[config.mk]
export PLATFORM = sky130hd
export DESIGN_NAME = cv32e40x_div_seq
export DESIGN_NICKNAME = d
export VERILOG_FILES = /design/src/rtl/cv32e40x_pkg.sv /design/src/rtl/cv32e40x_div_seq.sv
export SDC_FILE = /design/constraint.sdc
export NUM_CORES = 1
export LEC_CHECK = 0
export ABC_AREA = 1
export BUFFER_PORTS_ARGS = -buffer_cell sky130_fd_sc_hd__clkbuf_2
export CAP_MARGIN = 40
export CORE_ASPECT_RATIO = 2
export CORE_MARGIN = 3
export CORE_UTILIZATION = 30
export CTS_CLUSTER_DIAMETER = 100
export CTS_CLUSTER_SIZE = 28
export DETAILED_ROUTE_END_ITERATION = 6
export PLACE_DENSITY = 0.55
export SYNTH_ARGS = -nofsm -noshare
export SYNTH_HDL_FRONTEND = slang
export SYNTH_SLANG_ARGS = --single-unit
[constraint.sdc]
create_clock -name clk -period 2.05 [get_ports clk]
set_input_delay 0.3075 -clock clk [delete_from_list [all_inputs] [get_ports clk]]
set_output_delay 0.3075 -clock clk [all_outputs]
set_load 0.01 [all_outputs]
[src/rtl/cv32e40x_pkg.sv]
// ============================================================================
//  Module      : cv32e40x_pkg
//  Description : Shared types for the cv32e40x divider slice.
//  Revision    : 1.0 - initial release
// ============================================================================
`default_nettype none

package cv32e40x_pkg;

    typedef enum logic [1:0] {
        DIV_IDLE = 2'd0,
        DIV_CALC = 2'd1,
        DIV_DONE = 2'd2
    } div_state_e;

endpackage : cv32e40x_pkg

`default_nettype wire

[src/rtl/cv32e40x_div_seq.sv]
// ============================================================================
//  Module      : cv32e40x_div_seq
//  Description : Sequential radix-2 restoring divider (DIV/DIVU/REM/REMU),
//                one quotient bit per cycle, valid/ready in and out, killable.
//  Revision    : 1.0 - initial release
// ============================================================================
`default_nettype none

module cv32e40x_div_seq
    import cv32e40x_pkg::*;
#(
    parameter int WIDTH     = 32,
    parameter bit EARLY_OUT = 1'b1
) (
    input  logic             clk,
    input  logic             rst,
    input  logic             kill_i,
    input  logic             valid_i,
    output logic             ready_o,
    input  logic             div_signed_i,
    input  logic             div_rem_i,
    input  logic [WIDTH-1:0] op_a_i,
    input  logic [WIDTH-1:0] op_b_i,
    output logic             valid_o,
    input  logic             ready_i,
    output logic [WIDTH-1:0] result_o
);

    localparam int               CW         = $clog2(WIDTH);
    localparam logic [CW-1:0]    c_CNT_LAST = CW'(WIDTH - 1);
    localparam logic [WIDTH-1:0] c_MIN      = {1'b1, {(WIDTH-1){1'b0}}};
    localparam logic [WIDTH-1:0] c_ONES     = {WIDTH{1'b1}};

    function automatic logic [WIDTH-1:0] f_neg(input logic [WIDTH-1:0] v);
        return ~v + WIDTH'(1);
    endfunction

    function automatic logic [WIDTH-1:0] f_abs(input logic [WIDTH-1:0] v, input logic en);
        return (en && v[WIDTH-1]) ? f_neg(v) : v;
    endfunction

    div_state_e       r_state;
    logic [CW-1:0]    r_cnt;
    logic [WIDTH:0]   r_rem;
    logic [WIDTH-1:0] r_dvd;
    logic [WIDTH-1:0] r_b;
    logic             r_a_neg;
    logic             r_q_neg;
    logic             r_rem_sel;
    logic             r_dz;

    logic             w_a_neg;
    logic             w_b_neg;
    logic             w_dz;
    logic             w_ovf;
    logic             w_early;
    logic [WIDTH-1:0] w_a_abs;
    logic [WIDTH:0]   w_rem_tmp;
    logic             w_ge;
    logic [WIDTH:0]   w_rem_nxt;
    logic [WIDTH-1:0] w_quo;
    logic [WIDTH-1:0] w_rem;

    assign w_a_neg = div_signed_i & op_a_i[WIDTH-1];
    assign w_b_neg = div_signed_i & op_b_i[WIDTH-1];
    assign w_dz    = (op_b_i == '0);
    assign w_ovf   = div_signed_i & (op_a_i == c_MIN) & (op_b_i == c_ONES);
    assign w_early = EARLY_OUT & (w_dz | w_ovf);
    assign w_a_abs = f_abs(op_a_i, div_signed_i);

    // The guard bit of rem never sets (rem < |b|); folding it in keeps the compare total.
    assign w_rem_tmp = {r_rem[WIDTH-1:0], r_dvd[WIDTH-1]};
    assign w_ge      = r_rem[WIDTH] | (w_rem_tmp >= {1'b0, r_b});
    assign w_rem_nxt = w_ge ? (w_rem_tmp - {1'b0, r_b}) : w_rem_tmp;

    always_ff @(posedge clk) begin
        if (rst) begin
            r_state   <= DIV_IDLE;
            r_cnt     <= '0;
            r_rem     <= '0;
            r_dvd     <= '0;
            r_b       <= '0;
            r_a_neg   <= 1'b0;
            r_q_neg   <= 1'b0;
            r_rem_sel <= 1'b0;
            r_dz      <= 1'b0;
        end else if (kill_i) begin
            r_state <= DIV_IDLE;
        end else begin
            case (r_state)
                DIV_IDLE: begin
                    if (valid_i) begin
                        r_b       <= f_abs(op_b_i, div_signed_i);
                        r_a_neg   <= w_a_neg;
                        r_q_neg   <= w_a_neg ^ w_b_neg;
                        r_rem_sel <= div_rem_i;
                        r_dz      <= w_dz;
                        if (w_early) begin
                            // Preload the final quotient/remainder magnitudes directly.
                            r_dvd   <= w_dz ? c_ONES : c_MIN;
                            r_rem   <= w_dz ? {1'b0, w_a_abs} : '0;
                            r_state <= DIV_DONE;
                        end else begin
                            r_dvd   <= w_a_abs;
                            r_rem   <= '0;
                            r_cnt   <= c_CNT_LAST;
                            r_state <= DIV_CALC;
                        end
                    end
                end
                DIV_CALC: begin
                    r_rem <= w_rem_nxt;
                    r_dvd <= {r_dvd[WIDTH-2:0], w_ge};
                    if (r_cnt == '0) begin
                        r_state <= DIV_DONE;
                    end else begin
                        r_cnt <= r_cnt - CW'(1);
                    end
                end
                DIV_DONE: begin
                    if (ready_i) begin
                        r_state <= DIV_IDLE;
                    end
                end
                default: r_state <= DIV_IDLE;
            endcase
        end
    end

    // Divide-by-zero quotient is all-ones regardless of the operand signs.
    assign w_quo = r_dz ? c_ONES : (r_q_neg ? f_neg(r_dvd) : r_dvd);
    assign w_rem = r_a_neg ? f_neg(r_rem[WIDTH-1:0]) : r_rem[WIDTH-1:0];

    assign ready_o  = (r_state == DIV_IDLE);
    assign valid_o  = (r_state == DIV_DONE);
    assign result_o = r_rem_sel ? w_rem : w_quo;

endmodule : cv32e40x_div_seq

`default_nettype wire

==> results of run 1 <==
## state kept, by name, summed over array words and instances (netlist names)
name       count
r_state        2
r_rem_sel      1
r_dvd         32
r_rem         33
r_q_neg        1
r_dz           1
r_b           32
r_cnt          5
r_a_neg        1
## cell usage in the layout (no fill, tap or decap), types with 9 or more instances in the layout
cell type	count
sky130_fd_sc_hd__o21ai_1	37
sky130_fd_sc_hd__ha_4	30
sky130_fd_sc_hd__nor2_2	34
sky130_fd_sc_hd__buf_2	9
sky130_fd_sc_hd__clkbuf_16	10
sky130_fd_sc_hd__nand3b_1	12
sky130_fd_sc_hd__o21ai_0	135
sky130_fd_sc_hd__nand2_2	65
sky130_fd_sc_hd__clkbuf_2	89
sky130_fd_sc_hd__dfxtp_1	80
sky130_fd_sc_hd__nor3_2	11
sky130_fd_sc_hd__buf_4	480
sky130_fd_sc_hd__buf_6	28
sky130_fd_sc_hd__nor2_4	21
sky130_fd_sc_hd__nand4_1	33
sky130_fd_sc_hd__a21oi_2	30
sky130_fd_sc_hd__inv_1	301
sky130_fd_sc_hd__nor2_1	183
sky130_fd_sc_hd__buf_12	13
sky130_fd_sc_hd__inv_4	11
sky130_fd_sc_hd__a21oi_1	154
sky130_fd_sc_hd__dfxtp_2	21
sky130_fd_sc_hd__xor2_1	30
sky130_fd_sc_hd__o211ai_1	10
sky130_fd_sc_hd__nand2_1	476
sky130_fd_sc_hd__nor3_1	24
sky130_fd_sc_hd__xnor2_1	27
sky130_fd_sc_hd__inv_2	38
sky130_fd_sc_hd__nand2_4	23
sky130_fd_sc_hd__nand3_2	34
sky130_fd_sc_hd__nand3_1	156
## what timing repair did
action / CTS / global route
endpoints found under the setup margin: 63 / 65
buffers inserted: 27 / 23
gates resized for setup: 248 / 270
pin swaps: 52 / 83
gates cloned: 6 / 4
## final cells by class
cell class	instances	area, um2
fillers	4159	20000
clock buffers	9	225
well taps	520	651
repair buffers	627	4850
clock inverters	7	57.6
multi-input cells	1632	9690
inverters	354	1370
flip-flops and latches	108	2210
## through the flow
stage | hold WS [ns] | TNS [ns] | instances | total power, mW
after floorplan | 0.445 | 0 | 2165 | 5.71
after global placement | 0.461 | -24.73 | 3189 | 8.86
after detailed placement | 0.469 | -25.62 | 3189 | 8.87
after CTS | 0.241 | -17.67 | 3235 | 11.7
after global routing | 0.309 | -23.00 | 3257 | 13.3
final | 0.247 | -17.03 | 3257 | 12.6
## worst min-delay path: stages
cell                       delay (ns)
sky130_fd_sc_hd__clkbuf_2        0.09
sky130_fd_sc_hd__o21ai_0         0.08
sky130_fd_sc_hd__a21oi_1         0.12
## cell families (layout without fill, tap and decap cells)
logic type,count (synthesis),count (layout),share of synthesized area (%)
adder cells (fa/ha/maj),40,40,4.26
AND/OR/NAND/NOR,1111,1116,40.2
buffers and inverters,430,997,14.3
flip-flops,108,108,18.1
XOR/XNOR,62,62,4.55
AO/OA/AOI/OAI,414,414,18.5
## routing by layer
| metal | up-vias | wire, um | global-route usage, % |
|---|---|---|---|
| met3 | 275 | 2210 | 2.60 |
| met2 | 594 | 33700 | 56.1 |
| met4 | 0 | 6820 | 24.0 |
| met1 | 7680 | 20100 | 25.1 |
| li1 | 8119 | - | - |
| met5 | - | 0 | 0 |
## power by group through the flow
stage / Clock, mW / Combinational, mW / Sequential (mW)
after detailed placement: 0 / 6.41 / 2.46
after global routing: 1.91 / 8.88 / 2.47
final: 1.82 / 8.28 / 2.46
after CTS: 1.85 / 7.42 / 2.43
after global placement: 0 / 6.41 / 2.45
after floorplan: 0 / 3.27 / 2.44
## path summary, 6_finish.rpt
path	from	to	slack, ns	cells past startpoint
worst min register to register	r_cnt[2]	r_cnt[2]	0.49	2
worst max register to register	r_rem[1]	r_rem[31]	-0.19	17
worst max-delay path	r_dvd[0]	result_o[16]	-0.58	13
worst min-delay path	div_rem_i	r_rem_sel	0.25	3
==> impl_metrics.prom, run 1 <==
# TYPE chip_impl_metric gauge
chip_impl_metric{name="worst_slack",unit="ns"} -0.579
chip_impl_metric{name="share_of_the_clock_period_used_by_the_worst_path",unit="%"} 128
chip_impl_metric{name="yosysSeqAreaShare",unit="%"} 18.1
chip_impl_metric{name="drt_drc_violations_left",unit=""} 0
chip_impl_metric{name="min_period",unit="ns"} 2.63
chip_impl_metric{name="clock_pin_slew_on_the_worst_setup_and_hold_paths",unit="ns"} 0.09
chip_impl_metric{name="internal-power",unit="mW"} 6.71
chip_impl_metric{name="dieArea",unit="um2"} 42300
chip_impl_metric{name="initial_utilization",unit="%"} 30.5
chip_impl_info{name="violations",value="negative setup slack"} 1
chip_impl_metric{name="global_routing_usage_summed_across_all_routing_layers",unit="%"} 28.4
chip_impl_metric{name="required",unit="ns"} 1.74
chip_impl_metric{name="combinationalPowerShare",unit="%"} 65.9
chip_impl_metric{name="post_drt_wl_per_cell",unit="um"} 19.3
chip_impl_info{name="synth_top_cell_by_area",value="sky130_fd_sc_hd__dfxtp_1"} 1
chip_impl_metric{name="mappedNetlistNets",unit=""} 2276
chip_impl_metric{name="drv_slew",unit=""} 0
chip_impl_info{name="synth_top_cells_by_area",value="sky130_fd_sc_hd__dfxtp_1 (18%), sky130_fd_sc_hd__nand2_1 (17%), sky130_fd_sc_hd__inv_1 (11%)"} 1
chip_impl_metric{name="asyncSetResetFlopFracSynth",unit="%"} 0
chip_impl_metric{name="pin_count",unit=""} 105
chip_impl_metric{name="finish.net_count",unit=""} 2843
chip_impl_metric{name="finalHoldViolations",unit=""} 0
chip_impl_metric{name="place.detailed.hpwl",unit="um"} 50300
chip_impl_metric{name="power_density",unit="nW/um2"} 659
chip_impl_metric{name="syn_to_final_growth",unit="%"} 59.8
chip_impl_metric{name="clock_insertion_delay_at_the_later_pin_of_the_skew_report",unit="ns"} 0.39
chip_impl_info{name="grt_setup_unrepaired",value="yes"} 1
chip_impl_metric{name="number_of_enable_type_register_cells_in_the_synthesized_netlist",unit=""} 0
chip_impl_info{name="critical_path.top_delay_family",value="simple AND/OR/NAND/NOR gates"} 1
chip_impl_metric{name="detailroute.via_count",unit=""} 16700
chip_impl_metric{name="core-area",unit="um2"} 39100
chip_impl_metric{name="floorplan.die.width",unit="um"} 147
chip_impl_info{name="synth_top_cells_by_count",value="sky130_fd_sc_hd__nand2_1 (553), sky130_fd_sc_hd__inv_1 (341), sky130_fd_sc_hd__nor2_1 (230)"} 1
chip_impl_info{name="critPathMostFrequentCell",value="sky130_fd_sc_hd__nand2_4"} 1
chip_impl_metric{name="ys_warn_count",unit=""} 0
chip_impl_metric{name="vias_per_cell",unit=""} 5.12
chip_impl_metric{name="placement_rows",unit=""} 102
chip_impl_metric{name="via_count_of_the_first_global_routing_pass",unit=""} 16600
chip_impl_metric{name="detailed_place.area",unit="um2"} 16400
chip_impl_metric{name="vdd_drop_max",unit="mV"} 0.516
chip_impl_info{name="hold_path.class",value="primary input to register"} 1
chip_impl_metric{name="worst_path_largest_cell_delay",unit="ns"} 0.33
chip_impl_metric{name="pwr-share-seq",unit="%"} 19.6
chip_impl_metric{name="synth.avg_cell_area",unit="um2"} 5.51
chip_impl_info{name="timing.critical_path.from_type",value="register"} 1
chip_impl_metric{name="cp.arrival",unit="ns"} 2.32
chip_impl_metric{name="layout.core_utilization",unit="%"} 48.8
chip_impl_metric{name="highest_achievable_clock_rate",unit="GHz"} 0.380
chip_impl_metric{name="drt.antenna.violating_nets",unit=""} 0
chip_impl_metric{name="clock_tree.htree_level_count",unit=""} 3
chip_impl_metric{name="clock_path_buffers",unit=""} 2
chip_impl_metric{name="antenna_cells",unit=""} 0
chip_impl_metric{name="routed_wirelength",unit="um"} 62800
chip_impl_metric{name="synthesis.instances",unit=""} 2165
chip_impl_metric{name="postSynthRegisterBits",unit=""} 108
chip_impl_info{name="yosysMostFrequentCell",value="sky130_fd_sc_hd__nand2_1"} 1
chip_impl_metric{name="crit_path_max_fanout",unit=""} 4
chip_impl_metric{name="cts.sink_count",unit=""} 108
chip_impl_metric{name="post_synth_num_cell_types",unit=""} 56
chip_impl_info{name="critPathCaptureType",value="output port"} 1
chip_impl_metric{name="critical_path.n_buffers_inverters",unit=""} 4
chip_impl_metric{name="final_cell_area",unit="um2"} 19100
chip_impl_metric{name="cts_buffers",unit=""} 9
chip_impl_metric{name="syn-cell-area",unit="um2"} 11900
chip_impl_metric{name="tightest_pin_transition",unit="ns"} 0.626
chip_impl_metric{name="detail_route.iter0.violations",unit=""} 875
chip_impl_metric{name="p_clk_share",unit="%"} 14.5
chip_impl_metric{name="grt_start_max_net_pins",unit=""} 50
chip_impl_metric{name="post_route_cells_drive_above_1_share",unit="%"} 37.6
chip_impl_metric{name="max-cap-violations",unit=""} 0
chip_impl_metric{name="antenna_found_initial",unit=""} 0
chip_impl_metric{name="count_of_input_and_output_buffers",unit=""} 104
chip_impl_metric{name="grt.overflow.total",unit=""} 0
chip_impl_info{name="cts_tree",value="yes"} 1
chip_impl_metric{name="slew_headroom",unit="%"} 57.8
chip_impl_info{name="crit_chain",value="inv_2 -> ha_4 -> nand3_4 -> nor2_4 -> nand2_2 -> clkinv_4 -> nand2_4 -> nand2_4 -> buf_12 -> o21ai_4 -> or2_1 -> a32oi_2 -> buf_2"} 1
chip_impl_metric{name="dieHeight",unit="um"} 288
chip_impl_metric{name="dp_slack",unit="ns"} -0.577
chip_impl_metric{name="p_sw_share",unit="%"} 46.6
chip_impl_metric{name="synth_largest_type_area_fraction",unit="%"} 18.1
chip_impl_metric{name="switching_power",unit="mW"} 5.86
chip_impl_info{name="outcome",value="complete, but fails checks"} 1
chip_impl_metric{name="grt_pass1_wl",unit="um"} 92300
chip_impl_metric{name="finClkSkew",unit="ns"} 0.0154
chip_impl_metric{name="cts_hold_buf",unit=""} 0
chip_impl_metric{name="power.leakage",unit="nW"} 9.61
chip_impl_info{name="synth_top_flop_cell",value="sky130_fd_sc_hd__dfxtp_1"} 1
chip_impl_info{name="clk_root_buffer_cell",value="sky130_fd_sc_hd__clkbuf_16"} 1
chip_impl_metric{name="detailed_router_iteration_count_before_antenna_repair",unit=""} 5
chip_impl_info{name="worst_path_max_delay_cell",value="sky130_fd_sc_hd__dfxtp_2"} 1
chip_impl_metric{name="finalSetupViolations",unit=""} 63
chip_impl_info{name="worstSetupPathType",value="register to output port"} 1
chip_impl_metric{name="gp_routability_congestion",unit=""} 1.03
(Power assumes the default switching activity.)
==> run 2: changes to the inputs <==
--- a/config.mk
+++ b/config.mk
@@ -14,7 +14,7 @@
 export CTS_CLUSTER_DIAMETER = 100
 export CTS_CLUSTER_SIZE = 28
 export DETAILED_ROUTE_END_ITERATION = 6
-export PLACE_DENSITY = 0.55
+export PLACE_DENSITY = 0.44
 export SYNTH_ARGS = -nofsm -noshare
 export SYNTH_HDL_FRONTEND = slang
 export SYNTH_SLANG_ARGS = --single-unit
==> impl_metrics.prom, run 2 (synthesis results as in run 1) <==
# TYPE chip_impl_metric gauge
chip_impl_info{name="grt_setup_unrepaired",value="yes"} 1
chip_impl_metric{name="layout.core_utilization",unit="%"} 52.0
chip_impl_metric{name="antenna_found_initial",unit=""} 0
chip_impl_metric{name="detailroute.wirelength.met3",unit="um"} 2700
chip_impl_metric{name="internal-power",unit="mW"} 7.29
chip_impl_metric{name="clock_tree.htree_level_count",unit=""} 3
chip_impl_metric{name="switching_power",unit="mW"} 6.51
chip_impl_info{name="outcome",value="complete, but fails checks"} 1
chip_impl_metric{name="initial_utilization",unit="%"} 30.5
chip_impl_metric{name="grt_pass1_wl",unit="um"} 97700
chip_impl_metric{name="worst_slack",unit="ns"} -0.602
chip_impl_metric{name="dieArea",unit="um2"} 42300
chip_impl_metric{name="clock_path_buffers",unit=""} 2
chip_impl_metric{name="pwr-share-seq",unit="%"} 17.8
chip_impl_metric{name="dp_cells",unit=""} 3216
chip_impl_info{name="top_layer",value="met4"} 1
chip_impl_info{name="timing.critical_path.from_type",value="register"} 1
chip_impl_metric{name="detailed_place.area",unit="um2"} 16600
chip_impl_metric{name="core-area",unit="um2"} 39100
chip_impl_info{name="cts_tree",value="yes"} 1
chip_impl_metric{name="detailroute.via_count",unit=""} 16800
chip_impl_metric{name="global_routing_usage_summed_across_all_routing_layers",unit="%"} 30.6
chip_impl_metric{name="p_clk_share",unit="%"} 14.6
chip_impl_metric{name="dieHeight",unit="um"} 288
chip_impl_info{name="violations",value="negative setup slack"} 1
chip_impl_metric{name="required",unit="ns"} 1.74
chip_impl_info{name="critPathCaptureType",value="output port"} 1
chip_impl_metric{name="total_power",unit="mW"} 13.8
chip_impl_metric{name="power.leakage",unit="nW"} 10.1
chip_impl_metric{name="clock_pin_slew_on_the_worst_setup_and_hold_paths",unit="ns"} 0.08
chip_impl_metric{name="largest_register_ffs",unit=""} 33
chip_impl_metric{name="final_cell_area",unit="um2"} 20300
chip_impl_metric{name="post_route_cells_drive_above_1_share",unit="%"} 44.3
chip_impl_metric{name="cts.sink_count",unit=""} 108
chip_impl_metric{name="floorplan.die.width",unit="um"} 147
chip_impl_metric{name="placement_rows",unit=""} 102
chip_impl_metric{name="syn_to_final_growth",unit="%"} 70.4
chip_impl_metric{name="cts_buffers",unit=""} 9
chip_impl_metric{name="drt_drc_violations_left",unit=""} 0
chip_impl_metric{name="pin_count",unit=""} 105
chip_impl_info{name="largest_register",value="r_rem"} 1
chip_impl_metric{name="detailed_router_iteration_count_before_antenna_repair",unit=""} 5
chip_impl_metric{name="drv_slew",unit=""} 0
chip_impl_metric{name="grt.overflow.total",unit=""} 0
chip_impl_metric{name="via_count_of_the_first_global_routing_pass",unit=""} 16800
chip_impl_metric{name="power_density",unit="nW/um2"} 679
chip_impl_metric{name="tightest_pin_transition",unit="ns"} 0.623
chip_impl_metric{name="wirelength_met1",unit="um"} 22700
chip_impl_metric{name="cp.arrival",unit="ns"} 2.34
chip_impl_metric{name="p_sw_share",unit="%"} 47.2
chip_impl_metric{name="antenna_cells",unit=""} 0
chip_impl_metric{name="slew_headroom",unit="%"} 58.0
chip_impl_info{name="most-common-layout-cells",value="sky130_fd_sc_hd__buf_4 (511), sky130_fd_sc_hd__nand2_1 (416), sky130_fd_sc_hd__inv_1 (296), sky130_fd_sc_hd__nor2_1 (171)"} 1
chip_impl_metric{name="count_of_input_and_output_buffers",unit=""} 104
chip_impl_info{name="worstSetupPathType",value="register to output port"} 1
chip_impl_metric{name="final_cell_count_no_fill",unit=""} 3305
chip_impl_info{name="hold_path.class",value="primary input to register"} 1
chip_impl_metric{name="finalHoldViolations",unit=""} 0
chip_impl_metric{name="finClkSkew",unit="ns"} 0.0182
chip_impl_metric{name="routed_wirelength",unit="um"} 67400
chip_impl_info{name="most_common_cell_after_layout_fill_and_taps_aside",value="sky130_fd_sc_hd__buf_4"} 1
chip_impl_metric{name="grt_start_max_net_pins",unit=""} 67
chip_impl_metric{name="clock_insertion_delay_at_the_later_pin_of_the_skew_report",unit="ns"} 0.40
chip_impl_metric{name="gp_routability_congestion",unit=""} 1.03
chip_impl_info{name="clk_root_buffer_cell",value="sky130_fd_sc_hd__clkbuf_16"} 1
chip_impl_metric{name="detail_route.iter0.violations",unit=""} 1064
chip_impl_metric{name="drt.antenna.violating_nets",unit=""} 0
chip_impl_metric{name="vias_per_cell",unit=""} 5.09
chip_impl_metric{name="highest_achievable_clock_rate",unit="GHz"} 0.377
chip_impl_metric{name="min_period",unit="ns"} 2.65
chip_impl_info{name="biggestRegsByFlops",value="r_rem (33), r_b (32), r_dvd (32)"} 1
chip_impl_metric{name="crit_path_max_fanout",unit=""} 6
chip_impl_metric{name="max-cap-violations",unit=""} 0
chip_impl_metric{name="finish.net_count",unit=""} 2891
chip_impl_metric{name="finalSetupViolations",unit=""} 63
chip_impl_metric{name="combinationalPowerShare",unit="%"} 67.6
chip_impl_metric{name="post_drt_wl_per_cell",unit="um"} 20.4
chip_impl_metric{name="share_of_the_clock_period_used_by_the_worst_path",unit="%"} 129
chip_impl_metric{name="vdd_drop_max",unit="mV"} 0.464
chip_impl_metric{name="place.detailed.hpwl",unit="um"} 53400
chip_impl_metric{name="detailroute.wirelength.met2",unit="um"} 35700
## run 2: worst max-delay path, cell delays in order (launching register included)
cell	delay (ns)
sky130_fd_sc_hd__dfxtp_2	0.34
sky130_fd_sc_hd__inv_4	0.07
sky130_fd_sc_hd__ha_4	0.15
sky130_fd_sc_hd__nand3_4	0.08
sky130_fd_sc_hd__nor2_4	0.11
sky130_fd_sc_hd__buf_6	0.12
sky130_fd_sc_hd__nand2_4	0.06
sky130_fd_sc_hd__inv_4	0.07
sky130_fd_sc_hd__nand2_2	0.04
sky130_fd_sc_hd__nand2_2	0.07
sky130_fd_sc_hd__o211ai_1	0.22
sky130_fd_sc_hd__buf_4	0.22
sky130_fd_sc_hd__o21ai_2	0.13
sky130_fd_sc_hd__o21ai_1	0.08
sky130_fd_sc_hd__inv_1	0.05
sky130_fd_sc_hd__clkbuf_2	0.12
## run 2: area by class of cell
type	instances	area (um2)
inverter	354	1390
sequential	108	2260
tap	520	651
clock buffer	10	239
timing repair buffer	675	5230
multi-input combinational	1632	10500
clock inverter	6	78.8
fill	4066	18700
## run 2: power groups by stage
stage / registers, mW / logic, mW / clock network [mW]
after floorplan: 2.44 / 3.27 / 0
after global placement: 2.48 / 6.63 / 0
after detailed placement: 2.48 / 6.63 / 0
after CTS: 2.44 / 8.06 / 2.04
after global routing: 2.47 / 9.94 / 2.10
final: 2.46 / 9.32 / 2.01
## run 2: path summary, 6_finish.rpt
| path | cells after the start | from | slack [ns] | to |
|---|---|---|---|---|
| max | 15 | r_dvd[0] | -0.60 | result_o[22] |
| min | 3 | div_rem_i | 0.23 | r_rem_sel |
| max reg2reg | 16 | r_b[23] | -0.26 | r_rem[24] |
| min reg2reg | 2 | r_cnt[2] | 0.48 | r_cnt[2] |
## run 2: repair_timing
action / CTS / global route
pin swaps: 94 / 169
hold buffers: 0 / 0
setup endpoints to repair: 68 / 81
cloned: 8 / 1
buffers inserted: 51 / 32
gates resized for setup: 407 / 347
## run 2: per-stage QoR
step | hold WS, ns | setup slack [ns] | setup TNS (ns)
after detailed placement | 0.479 | -0.713 | -32.02
after floorplan | 0.445 | 0.00323 | 0
after CTS | 0.221 | -0.605 | -16.06
final | 0.233 | -0.602 | -18.12
after global placement | 0.464 | -0.687 | -30.80
after global routing | 0.243 | -0.710 | -23.92
## run 2: layer usage
layer	global-route usage [%]	vias up
li1	-	8210
met5	0	-
met2	59.0	554
met3	3.39	220
met1	29.4	7845
met4	22.8	0
==> run 3: changes to the inputs <==
--- a/config.mk
+++ b/config.mk
@@ -11,6 +11,7 @@
 export CORE_ASPECT_RATIO = 2
 export CORE_MARGIN = 3
 export CORE_UTILIZATION = 30
+export CTS_BUF_LIST = sky130_fd_sc_hd__clkbuf_8
 export CTS_CLUSTER_DIAMETER = 100
 export CTS_CLUSTER_SIZE = 28
 export DETAILED_ROUTE_END_ITERATION = 6
==> impl_metrics.prom, run 3 (synthesis results as in run 1) <==
# TYPE chip_impl_metric gauge
chip_impl_info{name="outcome",value="complete, but fails checks"} 1
chip_impl_info{name="violations",value="negative setup slack"} 1
chip_impl_metric{name="slew_headroom",unit="%"} 64.3
chip_impl_metric{name="worst_slack",unit="ns"} -0.671
chip_impl_metric{name="area.sequential",unit="um2"} 2260
chip_impl_info{name="hold_path.class",value="primary input to register"} 1
chip_impl_metric{name="routed_wirelength",unit="um"} 66300
chip_impl_metric{name="min_period",unit="ns"} 2.72
chip_impl_metric{name="drt_drc_violations_left",unit=""} 0
chip_impl_metric{name="internal-power",unit="mW"} 6.71
chip_impl_metric{name="largest_register_ffs",unit=""} 33
chip_impl_metric{name="cts_buffers",unit=""} 9
chip_impl_metric{name="highest_achievable_clock_rate",unit="GHz"} 0.368
chip_impl_info{name="biggestRegsByFlops",value="r_rem (33), r_b (32), r_dvd (32)"} 1
chip_impl_metric{name="clock_tree.htree_level_count",unit=""} 3
chip_impl_metric{name="detail_route.iter0.violations",unit=""} 964
chip_impl_metric{name="finalSetupTns",unit="ns"} -19.49
chip_impl_info{name="most_common_cell_after_layout_fill_and_taps_aside",value="sky130_fd_sc_hd__buf_4"} 1
chip_impl_info{name="critical_path.top_delay_family",value="buffers and inverters"} 1
chip_impl_metric{name="vias_per_cell",unit=""} 5.06
chip_impl_metric{name="p_sw_share",unit="%"} 47.6
chip_impl_metric{name="crit_path_max_fanout",unit=""} 6
chip_impl_metric{name="floorplan.die.width",unit="um"} 147
chip_impl_metric{name="finish.net_count",unit=""} 2887
chip_impl_metric{name="combinationalPowerShare",unit="%"} 68.7
chip_impl_metric{name="power_density",unit="nW/um2"} 652
chip_impl_info{name="critPathCaptureType",value="output port"} 1
chip_impl_metric{name="dieHeight",unit="um"} 288
chip_impl_metric{name="clock_insertion_delay_at_the_later_pin_of_the_skew_report",unit="ns"} 0.45
chip_impl_metric{name="grt_pass1_wl",unit="um"} 97200
chip_impl_metric{name="switching_power",unit="mW"} 6.09
chip_impl_metric{name="required",unit="ns"} 1.74
chip_impl_metric{name="count_of_input_and_output_buffers",unit=""} 104
chip_impl_info{name="crit-reg2reg-launch",value="r_rem[8]"} 1
chip_impl_metric{name="post_drt_wl_per_cell",unit="um"} 20.1
chip_impl_metric{name="place.detailed.hpwl",unit="um"} 53400
chip_impl_info{name="most-common-layout-cells",value="sky130_fd_sc_hd__buf_4 (511), sky130_fd_sc_hd__nand2_1 (442), sky130_fd_sc_hd__inv_1 (300), sky130_fd_sc_hd__nor2_1 (178), sky130_fd_sc_hd__a21oi_1 (152)"} 1
chip_impl_metric{name="r2r_setup_slack",unit="ns"} -0.21
chip_impl_metric{name="power.leakage",unit="nW"} 9.83
chip_impl_metric{name="path_depth",unit=""} 15
chip_impl_metric{name="pwr-share-seq",unit="%"} 19.2
chip_impl_metric{name="grt_start_max_net_pins",unit=""} 67
chip_impl_metric{name="antenna_found_initial",unit=""} 1
chip_impl_metric{name="clock_path_buffers",unit=""} 2
chip_impl_info{name="worst_path_max_delay_cell",value="sky130_fd_sc_hd__dfxtp_2"} 1
chip_impl_metric{name="detailroute.wirelength.met2",unit="um"} 35000
chip_impl_metric{name="cp.arrival",unit="ns"} 2.41
chip_impl_info{name="timing.critical_path.from_type",value="register"} 1
chip_impl_metric{name="max-cap-violations",unit=""} 0
chip_impl_metric{name="drv_slew",unit=""} 0
chip_impl_info{name="largest_register",value="r_rem"} 1
chip_impl_metric{name="multi_input_area",unit="um2"} 9970
chip_impl_metric{name="gp_routability_congestion",unit=""} 1.03
chip_impl_info{name="critical_r2r_capture",value="r_rem[12]"} 1
chip_impl_metric{name="vdd_drop_max",unit="mV"} 0.328
chip_impl_metric{name="tightest_pin_transition",unit="ns"} 0.530
chip_impl_metric{name="detailroute.via_count",unit=""} 16700
chip_impl_metric{name="cts.sink_count",unit=""} 108
chip_impl_metric{name="clock_pin_slew_on_the_worst_setup_and_hold_paths",unit="ns"} 0.12
chip_impl_metric{name="via_count_of_the_first_global_routing_pass",unit=""} 16700
chip_impl_metric{name="post_route_cells_drive_above_1_share",unit="%"} 41.4
chip_impl_info{name="top_layer",value="met4"} 1
chip_impl_metric{name="detailed_router_iteration_count_before_antenna_repair",unit=""} 5
chip_impl_info{name="cts_tree",value="yes"} 1
chip_impl_metric{name="syn_to_final_growth",unit="%"} 64.6
chip_impl_metric{name="finalSetupViolations",unit=""} 63
chip_impl_metric{name="fillers",unit=""} 4185
chip_impl_metric{name="critical_path.n_buffers_inverters",unit=""} 6
chip_impl_metric{name="final_cell_area",unit="um2"} 19600
chip_impl_metric{name="drt.antenna.violating_nets",unit=""} 0
chip_impl_info{name="critPathCapture",value="result_o[22]"} 1
chip_impl_info{name="crit_chain",value="inv_4 -> ha_4 -> nand3_4 -> nor2_4 -> buf_6 -> nand2_4 -> inv_4 -> nand2_2 -> nand2_2 -> o211ai_1 -> buf_4 -> o21ai_2 -> o21ai_1 -> inv_1 -> clkbuf_2"} 1
chip_impl_metric{name="wirelength_met1",unit="um"} 22200
chip_impl_metric{name="detailed_place.area",unit="um2"} 16600
chip_impl_info{name="grt_setup_unrepaired",value="yes"} 1
chip_impl_metric{name="global_routing_usage_summed_across_all_routing_layers",unit="%"} 30.4
chip_impl_metric{name="detailroute.wirelength.met3",unit="um"} 2480
chip_impl_metric{name="worst_r2r_path_depth",unit=""} 12
chip_impl_metric{name="cts_hold_buf",unit=""} 0
chip_impl_metric{name="dieArea",unit="um2"} 42300
chip_impl_metric{name="grt.overflow.total",unit=""} 0
chip_impl_metric{name="share_of_the_clock_period_used_by_the_worst_path",unit="%"} 133
chip_impl_metric{name="placement_rows",unit=""} 102
chip_impl_metric{name="pin_count",unit=""} 105
chip_impl_metric{name="finalHoldViolations",unit=""} 0
chip_impl_metric{name="p_clk_share",unit="%"} 12.2
chip_impl_info{name="worstSetupPathType",value="register to output port"} 1
chip_impl_info{name="clk_root_buffer_cell",value="sky130_fd_sc_hd__clkbuf_8"} 1
chip_impl_metric{name="worst_path_largest_cell_delay",unit="ns"} 0.35
chip_impl_metric{name="initial_utilization",unit="%"} 30.5
chip_impl_metric{name="core-area",unit="um2"} 39100
chip_impl_info{name="worstSetupStartpoint",value="r_dvd[1]"} 1
chip_impl_metric{name="finClkSkew",unit="ns"} 0.0263
==> run 3: layout make-up <==
| cell class | instances | area share, % |
|---|---|---|
| clock buffers | 10 | 0.701 |
| inverters | 354 | 7.02 |
| repair buffers | 671 | 26.2 |
| diodes | 1 | 0.0127 |
| multi-input cells | 1632 | 50.8 |
| clock inverters | 6 | 0.402 |
| flip-flops and latches | 108 | 11.5 |
| well taps | 520 | 3.31 |
==> run 3: routing by layer <==
metal | GRT usage [%] | vias to the layer above
met5 | 0 | -
met4 | 23.9 | 0
met2 | 58.1 | 506
met1 | 28.8 | 7772
met3 | 3.58 | 224
li1 | - | 8195
==> run 3: worst min-delay path by stage <==
stage / startpoint / endpoint / slack (ns) / depth (start not counted)
2_1_floorplan: r_b[31] / r_b[31] / 0.45 / 2
3_3_place_gp: r_rem[32] / r_rem[32] / 0.46 / 2
3_5_place_dp: r_cnt[2] / r_cnt[2] / 0.48 / 2
4_1_cts: div_rem_i / r_rem_sel / 0.14 / 3
5_1_grt: div_rem_i / r_rem_sel / 0.18 / 3
6_report: div_rem_i / r_rem_sel / 0.18 / 3
==> run 3: through the flow <==
stage | total power, mW | setup WS (ns) | std cells | utilization [%] | hold WS (ns)
2_1_floorplan | 5.71 | 0.00323 | 2165 | - | 0.445
3_3_place_gp | 9.11 | -0.687 | 3216 | 42.5 | 0.464
3_5_place_dp | 9.12 | -0.713 | 3216 | 42.5 | 0.479
4_1_cts | 11.9 | -0.673 | 3275 | 47.5 | 0.142
5_1_grt | 13.5 | -0.769 | 3302 | 50.3 | 0.181
6_report | 12.8 | -0.671 | 3302 | 50.3 | 0.181
==> run 3: power groups by stage <==
stage	logic, mW	registers (mW)	clock network (mW)
floorplan	3.27	2.44	0
finish	8.80	2.45	1.56
detailed placement	6.63	2.48	0
CTS	7.85	2.45	1.61
global placement	6.63	2.48	0
global route	9.40	2.47	1.65
==> run 3: worst reg2reg max path, delay by kind of cell (launching register included) <==
kind,cells,cell delay [ns]
adder cells (fa/ha/maj),1,0.25
buffers and inverters,3,0.43
XOR/XNOR,1,0.41
flip-flops,1,0.37
AO/OA/AOI/OAI,2,0.25
AND/OR/NAND/NOR,5,0.43
==> run 3: what timing repair did <==
item | 4_1_cts | 5_1_grt
endpoints found under the setup margin | 65 | 76
setup buffers | 41 | 31
gates cloned | 7 | 2
gates resized for setup | 359 | 268
pin swaps | 76 | 115
